[src/rtl/alu_req_arbiter.sv]
// Two-requester arbiter sharing one ALU: accept one request, issue it, wait out the
// ALU latency, return the tagged result. Define ALU_ARB_FIXED_PRIO_EN to give req0 fixed priority.
module alu_req_arbiter #(
    parameter int WIDTH   = 8,
    parameter int LAT     = 1,
    parameter int MUL_LAT = 2
) (
    input  logic               clk,
    input  logic               rst,
    input  logic [1:0]         req_valid,
    output logic [1:0]         req_ready,
    input  logic [1:0]         req_mode,
    input  logic [1:0]         req_cin,
    input  logic [3:0]         req_inp_valid,
    input  logic [7:0]         req_cmd,
    input  logic [2*WIDTH-1:0] req_opa,
    input  logic [2*WIDTH-1:0] req_opb,
    output logic               alu_ce,
    output logic               alu_cin,
    output logic               alu_mode,
    output logic [1:0]         alu_inp_valid,
    output logic [3:0]         alu_cmd,
    output logic [WIDTH-1:0]   alu_opa,
    output logic [WIDTH-1:0]   alu_opb,
    input  logic [WIDTH:0]     alu_res,
    input  logic [5:0]         alu_flags,
    output logic               rsp_valid,
    input  logic               rsp_ready,
    output logic               rsp_id,
    output logic [WIDTH:0]     rsp_res,
    output logic [5:0]         rsp_flags
);

    typedef enum logic [1:0] {S_IDLE, S_ISSUE, S_WAIT, S_RESP} state_t;

    localparam int CW = $clog2(MUL_LAT + 1);

    state_t           state_q;
    logic [CW-1:0]    cnt_q;
    logic             owner_q;
    logic             alu_ce_q;
    logic             alu_cin_q;
    logic             alu_mode_q;
    logic [1:0]       alu_inp_valid_q;
    logic [3:0]       alu_cmd_q;
    logic [WIDTH-1:0] alu_opa_q;
    logic [WIDTH-1:0] alu_opb_q;
    logic             rsp_valid_q;
    logic             rsp_id_q;
    logic [WIDTH:0]   rsp_res_q;
    logic [5:0]       rsp_flags_q;
`ifndef ALU_ARB_FIXED_PRIO_EN
    logic             rr_q;
`endif

    logic             sel_d;
    logic             accept;
    logic             is_mul;
    logic             sel_mode;
    logic             sel_cin;
    logic [1:0]       sel_inp_valid;
    logic [3:0]       sel_cmd;
    logic [WIDTH-1:0] sel_opa;
    logic [WIDTH-1:0] sel_opb;

    // NOTE: every always_comb output gets a default first so no path can infer a latch.
    always_comb begin
        sel_d = 1'b0;
`ifdef ALU_ARB_FIXED_PRIO_EN
        sel_d = (req_valid == 2'b10);
`else
        if (req_valid == 2'b10) begin
            sel_d = 1'b1;
        end else if (req_valid == 2'b11) begin
            sel_d = rr_q;
        end
`endif
        req_ready = 2'b00;
        if (state_q == S_IDLE && !rst && req_valid != 2'b00) begin
            req_ready = sel_d ? 2'b10 : 2'b01;
        end
        accept = |(req_valid & req_ready);

        sel_mode      = req_mode[sel_d];
        sel_cin       = req_cin[sel_d];
        sel_inp_valid = sel_d ? req_inp_valid[3:2] : req_inp_valid[1:0];
        sel_cmd       = sel_d ? req_cmd[7:4] : req_cmd[3:0];
        sel_opa       = sel_d ? req_opa[2*WIDTH-1:WIDTH] : req_opa[WIDTH-1:0];
        sel_opb       = sel_d ? req_opb[2*WIDTH-1:WIDTH] : req_opb[WIDTH-1:0];
    end

    // Multiply commands take the longer ALU path; decided from the latched command.
    assign is_mul = alu_mode_q && (alu_cmd_q == 4'd9 || alu_cmd_q == 4'd10);

    // NOTE: sequential state uses non-blocking assignments only, so every register
    // sees the pre-edge value of every other register regardless of statement order.
    always_ff @(posedge clk) begin
        if (rst) begin
            state_q         <= S_IDLE;
            cnt_q           <= '0;
            owner_q         <= 1'b0;
            alu_ce_q        <= 1'b0;
            alu_cin_q       <= 1'b0;
            alu_mode_q      <= 1'b0;
            alu_inp_valid_q <= 2'b00;
            alu_cmd_q       <= 4'd0;
            alu_opa_q       <= '0;
            alu_opb_q       <= '0;
            rsp_valid_q     <= 1'b0;
            rsp_id_q        <= 1'b0;
            rsp_res_q       <= '0;
            rsp_flags_q     <= 6'd0;
`ifndef ALU_ARB_FIXED_PRIO_EN
            rr_q            <= 1'b0;
`endif
        end else begin
            unique case (state_q)
                S_IDLE: begin
                    if (accept) begin
                        state_q         <= S_ISSUE;
                        owner_q         <= sel_d;
                        alu_ce_q        <= 1'b1;
                        alu_cin_q       <= sel_cin;
                        alu_mode_q      <= sel_mode;
                        alu_inp_valid_q <= sel_inp_valid;
                        alu_cmd_q       <= sel_cmd;
                        alu_opa_q       <= sel_opa;
                        alu_opb_q       <= sel_opb;
`ifndef ALU_ARB_FIXED_PRIO_EN
                        rr_q            <= ~sel_d;
`endif
                    end
                end
                S_ISSUE: begin
                    state_q <= S_WAIT;
                    cnt_q   <= is_mul ? CW'(MUL_LAT) : CW'(LAT);
                end
                S_WAIT: begin
                    if (cnt_q == '0) begin
                        state_q         <= S_RESP;
                        alu_ce_q        <= 1'b0;
                        alu_inp_valid_q <= 2'b00;
                        rsp_valid_q     <= 1'b1;
                        rsp_id_q        <= owner_q;
                        rsp_res_q       <= alu_res;
                        rsp_flags_q     <= alu_flags;
                    end else begin
                        cnt_q <= cnt_q - CW'(1);
                    end
                end
                S_RESP: begin
                    if (rsp_ready) begin
                        state_q     <= S_IDLE;
                        rsp_valid_q <= 1'b0;
                    end
                end
                default: state_q <= S_IDLE;
            endcase
        end
    end

    assign alu_ce        = alu_ce_q;
    assign alu_cin       = alu_cin_q;
    assign alu_mode      = alu_mode_q;
    assign alu_inp_valid = alu_inp_valid_q;
    assign alu_cmd       = alu_cmd_q;
    assign alu_opa       = alu_opa_q;
    assign alu_opb       = alu_opb_q;
    assign rsp_valid     = rsp_valid_q;
    assign rsp_id        = rsp_id_q;
    assign rsp_res       = rsp_res_q;
    assign rsp_flags     = rsp_flags_q;

endmodule

[config.mk]
export PLATFORM = sky130hd
export DESIGN_NAME = alu_req_arbiter
export DESIGN_NICKNAME = d
export VERILOG_FILES = /design/src/rtl/alu_req_arbiter.sv
export SDC_FILE = /design/constraint.sdc
export NUM_CORES = 1
export LEC_CHECK = 0
export ABC_AREA = 1
export CORE_MARGIN = 2
export CORE_UTILIZATION = 40
export DETAILED_ROUTE_END_ITERATION = 7
export GPL_ROUTABILITY_DRIVEN = 1
export PLACE_DENSITY = 0.81
export SLEW_MARGIN = 20
export SYNTH_ARGS = -nofsm -noshare
export SYNTH_HDL_FRONTEND = slang
export SYNTH_SLANG_ARGS = --single-unit
export TNS_END_PERCENT = 5
[constraint.sdc]
create_clock -name clk -period 1.83 [get_ports clk]
set_clock_uncertainty 0.05 [all_clocks]
set_input_delay 0.4575 -clock clk [delete_from_list [all_inputs] [get_ports clk]]
set_output_delay 0.4575 -clock clk [all_outputs]
set_load 0.03 [all_outputs]
==> flow_summary.html, run 1 <==
<table>
<tr><th>Metric</th><th>Value</th></tr>
<tr><th colspan="2">Setup path</th></tr>
<tr><td>Most repeated library cell on the critical path</td><td>inv_2</td></tr>
<tr><td>Worst-path maximum fanout</td><td>4</td></tr>
<tr><td>Sort of element at the end of the critical path</td><td>output pin</td></tr>
<tr><td>Launch instance of the worst register-to-register path</td><td>state_q[0]</td></tr>
<tr><td>Required @ worst endpoint</td><td>1.32 ns</td></tr>
<tr><td>Critical Path Slowest Stage Cell</td><td>dfxtp_2</td></tr>
<tr><td>Delay contributed by the slowest stage of the critical path</td><td>approximately 0.35 ns</td></tr>
<tr><td>Launching instance or port of the critical path</td><td>state_q[0]</td></tr>
<tr><td>Crit-path cells</td><td>inv_2, ha_4, nand2_4, nor2_8, nand2_2, inv_2, buf_12</td></tr>
<tr><td>Start-to-end type of the worst setup path</td><td>register to output pin</td></tr>
<tr><td>Startpoint types</td><td>register</td></tr>
<tr><td>Critical path arrival</td><td>1.30 ns</td></tr>
<tr><th colspan="2">Synthesis</th></tr>
<tr><td>Net count after synthesis</td><td>365</td></tr>
<tr><td>Synth Area per Inst</td><td>approximately 7.5 sq um</td></tr>
<tr><td>Number of enable flip-flop cells after synthesis</td><td>0</td></tr>
<tr><td>Top cell type's share of synthesized area</td><td>around 44%</td></tr>
<tr><td>Biggest area contributors in the synthesized netlist</td><td>dfxtp_1 44%, nor2_1 11%, o21ai_0 8.5%</td></tr>
<tr><td>Largest area contributor in the synthesized netlist</td><td>dfxtp_1</td></tr>
<tr><td>Post-synthesis instance area</td><td>0.00217 sq mm</td></tr>
<tr><td>Yosys warning count</td><td>0</td></tr>
<tr><td>Post-synthesis register bit count</td><td>48</td></tr>
<tr><td>Primary flip-flop cell chosen by synthesis mapping</td><td>dfxtp_1</td></tr>
<tr><td>Post-synthesis async set-or-reset flop share</td><td>0%</td></tr>
<tr><td>Cell variety after synth</td><td>26</td></tr>
<tr><td>Cells after Synth</td><td>291</td></tr>
<tr><td>Post-synthesis sequential area ratio</td><td>44.2%</td></tr>
<tr><th colspan="2">GRT</th></tr>
<tr><td>Initial antenna violation count</td><td>0</td></tr>
<tr><td>Global-route met2 utilization</td><td>between 30% and 40%</td></tr>
<tr><td>Maximum number of pins on one net before global-route repair</td><td>between 40 and 50</td></tr>
<tr><td>Total routing resource utilization after global routing</td><td>20.0%</td></tr>
<tr><td>Total gr overflow</td><td>0</td></tr>
<tr><td>First-pass GRT wire length</td><td>9.76 mm</td></tr>
<tr><td>Met3 layer usage reported by global route</td><td>7.79%</td></tr>
<tr><td>Busiest metal layer after global routing</td><td>met2</td></tr>
<tr><td>Via count of the first global-routing pass</td><td>2237</td></tr>
<tr><td>Met1 Track Usage GR</td><td>roughly 22%</td></tr>
<tr><th colspan="2">Timing</th></tr>
<tr><td>Final worst path period need</td><td>between 1.5 and 2 ns</td></tr>
<tr><td>Total count of max-transition violations in the final report</td><td>0</td></tr>
<tr><td>Highest achievable clock rate</td><td>approximately 0.55 GHz</td></tr>
<tr><td>Actual slew at the worst max-slew pin</td><td>0.494 ns</td></tr>
<tr><td>Final count of hold timing violations</td><td>0</td></tr>
<tr><td>Final Hold Slack</td><td>0.416 ns</td></tr>
<tr><td>Worst setup slack after layout</td><td>between 0.02 and 0.025 ns</td></tr>
<tr><td>Final setup viols</td><td>0</td></tr>
<tr><td>Headroom to the max-slew limit</td><td>67.1%</td></tr>
<tr><td>Share of the clock period used by the worst path</td><td>98.7%</td></tr>
<tr><td>Unrepaired setup endpoints after global routing</td><td>yes</td></tr>
<tr><th colspan="2">Layout</th></tr>
<tr><td>Number of nets at the end of the flow</td><td>484</td></tr>
<tr><td>Highest-count cells in the layout ignoring fill and taps</td><td>64 x clkdlybuf4s50_1, 63 x nor2_1, 46 x dfxtp_1, 37 x o21ai_0</td></tr>
<tr><td>Commonest non-fill, non-tap cell in the layout</td><td>clkdlybuf4s50_1</td></tr>
<tr><td>Number of filler cells placed in the layout</td><td>455</td></tr>
<tr><td>Area growth, synth to finish</td><td>64.5%</td></tr>
<tr><td>Share of layout cells above drive strength 1</td><td>between 10% and 20%</td></tr>
<tr><td>Count of antenna diodes in the layout</td><td>0</td></tr>
<tr><td>Final instance area</td><td>0.00358 sq mm</td></tr>
<tr><th colspan="2">Placed design</th></tr>
<tr><td>Setup WS pre-CTS</td><td>-0.206 ns</td></tr>
<tr><td>Detailed placement HPWL</td><td>4.54 mm</td></tr>
<tr><td>Placer Congestion</td><td>0.750</td></tr>
<tr><td>Total placed instance area</td><td>around 0.0034 sq mm</td></tr>
<tr><td>Port-buffer cells</td><td>roughly 110</td></tr>
<tr><th colspan="2">Die</th></tr>
<tr><td>Area of the placeable core</td><td>0.00517 sq mm</td></tr>
<tr><td>Number of top-level pins</td><td>112</td></tr>
<tr><td>Std cell rows</td><td>26</td></tr>
<tr><td>Starting Density</td><td>between 40% and 50%</td></tr>
<tr><td>Horizontal die dimension</td><td>77.7 um</td></tr>
<tr><td>Area enclosed by the die boundary</td><td>0.00604 sq mm</td></tr>
<tr><td>Vertical die dimension</td><td>77.7 um</td></tr>
<tr><th colspan="2">Route</th></tr>
<tr><td>Total via count in the routed design</td><td>2382</td></tr>
<tr><td>Drc violations</td><td>0</td></tr>
<tr><td>Mean number of vias per cell</td><td>approximately 5</td></tr>
<tr><td>Number of DRC markers after the initial detailed-route iteration</td><td>roughly 100</td></tr>
<tr><td>Total length of routed wires</td><td>6.21 mm</td></tr>
<tr><td>Post-DRT Antenna Nets</td><td>0</td></tr>
<tr><td>Pre-Repair DR Iteration Count</td><td>4</td></tr>
<tr><td>Routed wire per std cell</td><td>13.0 um</td></tr>
<tr><th colspan="2">Clock tree</th></tr>
<tr><td>Worst-Skew Late Latency</td><td>0.30 ns</td></tr>
<tr><td>Total CTS buffers</td><td>5</td></tr>
<tr><td>Clock sink total</td><td>48</td></tr>
<tr><td>CTS tree</td><td>done</td></tr>
<tr><td>Master cell of the clock root buffer</td><td>clkbuf_8</td></tr>
<tr><td>Buffer levels on the longest clock path</td><td>2</td></tr>
<tr><td>Clock transition at the registers of the reported paths</td><td>0.08 ns</td></tr>
<tr><td>Htree depth</td><td>2</td></tr>
<tr><td>Post-CTS setup repair buffer count</td><td>0</td></tr>
<tr><th colspan="2">Power and ir drop</th></tr>
<tr><td>Pwr dens</td><td>1350 mW/mm^2</td></tr>
<tr><td>P_sw</td><td>2.02 mW</td></tr>
<tr><td>Power Internal</td><td>2.79 mW</td></tr>
<tr><td>Worst VDD drop</td><td>0.647 mV</td></tr>
<tr><td>Sequential Power Share</td><td>32.9%</td></tr>
<tr><td>Combinational cell fraction of total power</td><td>52.0%</td></tr>
<tr><td>Overall Power</td><td>around 4.8 mW</td></tr>
<tr><td>Sw frac</td><td>42.0%</td></tr>
<tr><td>Leak</td><td>~1.9 nW</td></tr>
<tr><td>Part of the total power dissipated in the clock network</td><td>15.1%</td></tr>
<tr><th colspan="2">Worst hold path</th></tr>
<tr><td>Launch point of the worst hold path</td><td>rr_q</td></tr>
<tr><td>HP Class</td><td>register to register</td></tr>
<tr><th colspan="2">Outcome</th></tr>
<tr><td>Status</td><td>completed</td></tr>
<tr><th colspan="2">Job</th></tr>
<tr><td>Max_cap viols</td><td>0</td></tr>
</table>
-- layout make-up --
| type | instances | area (sq um) | area share (%) |
|---|---|---|---|
| Sequential cell | 48 | 963 | 26.9 |
| Tap cell | 70 | 87.6 | 2.45 |
| Clock buffer | 5 | 68.8 | 1.92 |
| Clock inverter | 1 | 30.0 | 0.839 |
| Multi-Input combinational cell | 203 | 1040 | 29.2 |
| Timing Repair Buffer | 128 | 1290 | 36.2 |
| Inverter | 24 | 90.1 | 2.52 |
-- cells in the mapped netlist, types with 2 or more instances --
master,count
a21boi_0,2
a21o_1,5
a21oi_1,15
buf_2,6
buf_4,4
buf_6,2
clkbuf_1,4
dfxtp_1,48
ha_1,6
inv_1,21
inv_2,3
nand2_1,24
nand2_2,3
nand3_1,19
nor2_1,63
nor3_1,2
o21ai_0,37
o21ai_1,18
o21ai_2,2
-- state kept, by name (all words and copies together) (netlist names), 2 cells and up --
| register | cells |
|---|---|
| rsp_flags | 6 |
| alu_opa | 8 |
| rsp_res | 9 |
| alu_inp_valid | 2 |
| alu_cmd | 4 |
| alu_opb | 8 |
| cnt_q | 2 |
| state_q | 2 |
-- routing by layer --
layer / part of all wire, % / up-vias
li1: - / 1182
met1: 41 / 1097
met2: 49 / 92
met3: 9.0 / 11
met4: 1.5 / 0
met5: 0 / -
-- kinds of logic after synthesis --
| group | count (synthesis) | share of synthesized area [%] |
|---|---|---|
| adder cells (fa/ha/maj) | 6 | 3.45 |
| AND/OR/NAND/NOR | 115 | 23.2 |
| buffers and inverters | 40 | 8.63 |
| AO/OA/AOI/OAI | 81 | 20.1 |
| XOR/XNOR | 1 | 0.403 |
| flip-flops | 48 | 44.2 |
-- per-stage QoR --
stage	util (%)	setup TNS, ns	instances
after global routing	69.2	-0.0394	479
after floorplan	-	0	291
final	69.2	0	479
after detailed placement	66.4	-3.96	473
after global placement	66.4	-3.01	473
after CTS	68.1	-0.0447	479
-- worst max-delay path, delay by kind of cell, from the launching register on --
family	cells	cell delay, ns
and+or+nand+nor	3	0.22
buffers and inverters	3	0.27
adders and majority gates	1	0.16
DFF	1	0.35
-- power groups by stage --
stage	combinational (mW)	sequential (mW)	clock, mW
after CTS	2.54	1.58	0.743
after global routing	2.74	1.63	0.799
after floorplan	1.01	2.14	0
final	2.50	1.58	0.728
after detailed placement	2.58	1.60	0
after global placement	2.53	1.59	0
-- path summary, 6_finish.rpt --
kind | end | slack, ns | cells after the start
worst max register to register | rsp_res[1] | 0.23 | 6
worst max-delay path | req_ready[0] | 0.02 | 7
worst min-delay path | rr_q | 0.42 | 2
worst min register to register | rr_q | 0.42 | 2
-- timing repair --
| item | in CTS | in global routing |
|---|---|---|
| pin swaps | 0 | 0 |
| hold buffers | 0 | 0 |
| gates resized for setup | 30 | 23 |
| endpoints found under the setup margin | 23 | 23 |
(Power assumes the default switching activity.)
==> run 2, diff against run 1 <==
REMOVE_ABC_BUFFERS = 1   (was not set)
==> run 2 against run 1 <==
Effect of this change:
- die area stayed put
- core utilization up 0.90 points
- sequential power hardly changed
- cell count up 1.0%
- critical path type unchanged
- highest routed layer unchanged
- design area grew 1.3%
- non-clock buffer count is 3 higher
- clock power increased by 9.6%
- power is 2.0% higher
- global-route usage rose by 0.17 points
- routed wire length up 1.3%
- largest power group unchanged
- via count shrank 1.8%
==> flow_summary.html, run 2 (same netlist as run 1, synthesis figures left out) <==
<table>
<tr><th>Metric</th><th>Value</th></tr>
<tr><th colspan="2">Outcome</th></tr>
<tr><td>Status</td><td>completed</td></tr>
<tr><th colspan="2">Placed design</th></tr>
<tr><td>Setup WS pre-CTS</td><td>-0.227 ns (-0.0211 ns)</td></tr>
<tr><td>Detailed placement HPWL</td><td>4.52 mm (-0.25%)</td></tr>
<tr><td>Placer Congestion</td><td>0.755 (+0.59%)</td></tr>
<tr><td>Port-buffer cells</td><td>111 (unchanged)</td></tr>
<tr><td>Total placed instance area</td><td>0.00344 sq mm (about the same)</td></tr>
<tr><th colspan="2">Worst hold path</th></tr>
<tr><td>End point of the worst hold path</td><td>alu_ce</td></tr>
<tr><td>HP Class</td><td>register to register</td></tr>
<tr><td>Launch point of the worst hold path</td><td>alu_ce</td></tr>
<tr><td>Hold-critical path depth</td><td>2 (unchanged)</td></tr>
<tr><th colspan="2">Die</th></tr>
<tr><td>Starting Density</td><td>42.0% (unchanged)</td></tr>
<tr><td>Vertical die dimension</td><td>77.7 um (unchanged)</td></tr>
<tr><td>Area of the placeable core</td><td>0.00517 sq mm (unchanged)</td></tr>
<tr><td>Std cell rows</td><td>26 (unchanged)</td></tr>
<tr><td>Area enclosed by the die boundary</td><td>0.00604 sq mm (unchanged)</td></tr>
<tr><td>Number of top-level pins</td><td>112 (unchanged)</td></tr>
<tr><td>Horizontal die dimension</td><td>77.7 um (unchanged)</td></tr>
<tr><th colspan="2">Setup path</th></tr>
<tr><td>Endpoint of the worst-slack reg-to-reg timing path</td><td>state_q[0]</td></tr>
<tr><td>Critical Path Slowest Stage Cell</td><td>clkdlybuf4s50_1</td></tr>
<tr><td>Cell class contributing the biggest share of worst-path delay</td><td>buffers and inverters</td></tr>
<tr><td>Crit-path cells</td><td>clkdlybuf4s50_1</td></tr>
<tr><td>Start-to-end type of the worst setup path</td><td>register to output pin</td></tr>
<tr><td>Startpoint types</td><td>register</td></tr>
<tr><td>Sort of element at the end of the critical path</td><td>output pin</td></tr>
<tr><td>Required @ worst endpoint</td><td>1.32 ns (about the same)</td></tr>
<tr><td>Critical path arrival</td><td>1.30 ns (about the same)</td></tr>
<tr><td>Delay contributed by the slowest stage of the critical path</td><td>0.67 ns (+0.32 ns)</td></tr>
<tr><td>Worst reg2reg setup slack</td><td>0.18 ns (-0.05 ns)</td></tr>
<tr><td>Launch instance of the worst register-to-register path</td><td>state_q[0]</td></tr>
<tr><td>Worst-path maximum fanout</td><td>2 (-2)</td></tr>
<tr><td>Worst Reg-to-Reg Cells</td><td>9 (+3)</td></tr>
<tr><td>Number of buffer and inverter instances along the worst setup path</td><td>1 (-2)</td></tr>
<tr><th colspan="2">Route</th></tr>
<tr><td>Drc violations</td><td>0 (unchanged)</td></tr>
<tr><td>Total length of routed wires</td><td>6.29 mm (+1.3%)</td></tr>
<tr><td>Pre-Repair DR Iteration Count</td><td>4 (unchanged)</td></tr>
<tr><td>Mean number of vias per cell</td><td>4.83 (-2.8%)</td></tr>
<tr><td>Post-DRT Antenna Nets</td><td>0 (unchanged)</td></tr>
<tr><td>Total via count in the routed design</td><td>2339 (-1.8%)</td></tr>
<tr><td>Number of DRC markers after the initial detailed-route iteration</td><td>86 (-15%)</td></tr>
<tr><td>Routed wire per std cell</td><td>13.0 um (+0.29%)</td></tr>
<tr><th colspan="2">Layout</th></tr>
<tr><td>Area growth, synth to finish</td><td>66.6%</td></tr>
<tr><td>Final instance area</td><td>0.00362 sq mm (+1.3%)</td></tr>
<tr><td>Max FFs per register</td><td>9 (unchanged)</td></tr>
<tr><td>Share of layout cells above drive strength 1</td><td>11.8% (+1.1 points)</td></tr>
<tr><td>Number of nets at the end of the flow</td><td>487 (+0.62%)</td></tr>
<tr><td>Highest-count cells in the layout ignoring fill and taps</td><td>66 x clkdlybuf4s50_1, 63 x nor2_1, 46 x dfxtp_1, 37 x o21ai_0, 24 x nand2_1</td></tr>
<tr><td>Count of antenna diodes in the layout</td><td>0 (unchanged)</td></tr>
<tr><td>Commonest non-fill, non-tap cell in the layout</td><td>clkdlybuf4s50_1</td></tr>
<tr><th colspan="2">GRT</th></tr>
<tr><td>Initial antenna violation count</td><td>0 (unchanged)</td></tr>
<tr><td>Maximum number of pins on one net before global-route repair</td><td>42 (unchanged)</td></tr>
<tr><td>First-pass GRT wire length</td><td>9.89 mm (+1.3%)</td></tr>
<tr><td>Total routing resource utilization after global routing</td><td>20.2% (+0.17 points)</td></tr>
<tr><td>Via count of the first global-routing pass</td><td>2232 (-0.22%)</td></tr>
<tr><td>Total gr overflow</td><td>0 (unchanged)</td></tr>
<tr><th colspan="2">Clock tree</th></tr>
<tr><td>Total CTS buffers</td><td>5 (unchanged)</td></tr>
<tr><td>Worst-Skew Late Latency</td><td>0.30 ns (about the same)</td></tr>
<tr><td>CTS tree</td><td>done</td></tr>
<tr><td>Buffer levels on the longest clock path</td><td>2 (unchanged)</td></tr>
<tr><td>Clock transition at the registers of the reported paths</td><td>0.09 ns (about the same)</td></tr>
<tr><td>Master cell of the clock root buffer</td><td>clkbuf_8</td></tr>
<tr><td>Clock sink total</td><td>48 (unchanged)</td></tr>
<tr><td>Htree depth</td><td>2 (unchanged)</td></tr>
<tr><td>Post-CTS Hold Buffers</td><td>0 (unchanged)</td></tr>
<tr><th colspan="2">Timing</th></tr>
<tr><td>Worst setup slack after layout</td><td>0.0192 ns (-0.00520 ns)</td></tr>
<tr><td>Final count of hold timing violations</td><td>0 (unchanged)</td></tr>
<tr><td>Actual slew at the worst max-slew pin</td><td>0.474 ns (-0.0193 ns)</td></tr>
<tr><td>Final Hold Slack</td><td>0.417 ns (+0.000863 ns)</td></tr>
<tr><td>Headroom to the max-slew limit</td><td>68.4% (+1.3 points)</td></tr>
<tr><td>Total Negative Setup Slacks</td><td>0 ns (unchanged)</td></tr>
<tr><td>Total count of max-transition violations in the final report</td><td>0 (unchanged)</td></tr>
<tr><td>Final setup viols</td><td>0 (unchanged)</td></tr>
<tr><td>Unrepaired setup endpoints after global routing</td><td>yes</td></tr>
<tr><td>Final worst path period need</td><td>1.81 ns (+0.00520 ns)</td></tr>
<tr><td>Share of the clock period used by the worst path</td><td>99.0% (+0.28 points)</td></tr>
<tr><td>Highest achievable clock rate</td><td>0.552 GHz (-0.29%)</td></tr>
<tr><th colspan="2">Power and ir drop</th></tr>
<tr><td>Power Internal</td><td>2.85 mW (+2.1%)</td></tr>
<tr><td>Overall Power</td><td>4.91 mW (+2.0%)</td></tr>
<tr><td>Worst VDD drop</td><td>0.706 mV (+9.2%)</td></tr>
<tr><td>Pwr dens</td><td>1350 mW/mm^2 (+0.69%)</td></tr>
<tr><td>Sw frac</td><td>42.0% (-0.059 points)</td></tr>
<tr><td>Part of the total power dissipated in the clock network</td><td>16.3% (+1.2 points)</td></tr>
<tr><td>Combinational cell fraction of total power</td><td>51.4% (-0.6 points)</td></tr>
<tr><td>Leak</td><td>1.92 nW (+1.0%)</td></tr>
<tr><td>P_sw</td><td>2.06 mW (+1.9%)</td></tr>
<tr><td>Sequential Power Share</td><td>32.4% (-0.5 points)</td></tr>
<tr><th colspan="2">Job</th></tr>
<tr><td>Max_cap viols</td><td>0 (unchanged)</td></tr>
</table>
[run 2: worst max-delay path by stage]
stage	end	start	cells after the start	slack [ns]
finish	rsp_flags[0]	rsp_flags[0]	1	0.02
floorplan	req_ready[0]	rst	5	-0.11
global route	req_ready[0]	state_q[0]	7	-0.03
CTS	req_ready[0]	rst	7	-0.06
global placement	req_ready[0]	req_valid[1]	6	-0.20
detailed placement	req_ready[0]	req_valid[1]	6	-0.23
[run 2: per-stage QoR]
step           instances  utilization, %
2_1_floorplan        275               -
3_3_place_gp         475            66.5
3_5_place_dp         475            66.5
4_1_cts              483            68.7
5_1_grt              484            70.1
6_report             484            70.1
[run 2: cell type report]
class,instances,area [sq um]
fill,455,1550
timing repair buffer,131,1310
multi-input combinational,203,1040
sequential,48,966
inverter,24,95.1
tap,70,87.6
clock buffer,6,82.6
clock inverter,2,38.8
[run 2: power by group through the flow]
stage               sequential [mW]  combinational (mW)  clock (mW)
floorplan                      2.14               0.930           0
global placement               1.59                2.52           0
detailed placement             1.60                2.57           0
CTS                            1.58                2.54       0.819
global route                   1.63                2.77       0.860
finish                         1.59                2.52       0.798
[run 2: metal layers]
layer  share of wire [%]  GRT usage, %
met5                   0             0
met4                 1.1          5.18
met3                 7.9          6.51
met2                  50          36.9
met1                  41          22.3
[run 2: what timing repair did]
item | 4_1_cts | 5_1_grt
setup endpoints to repair | 21 | 25
setup buffers | 0 | 1
gates resized for setup | 28 | 26
==> run 3, diff against run 2 <==
SLEW_MARGIN = 15   (was 20)
==> results of run 3 <==
No change in the layout: final DEF, timing and power equal those of run 2.
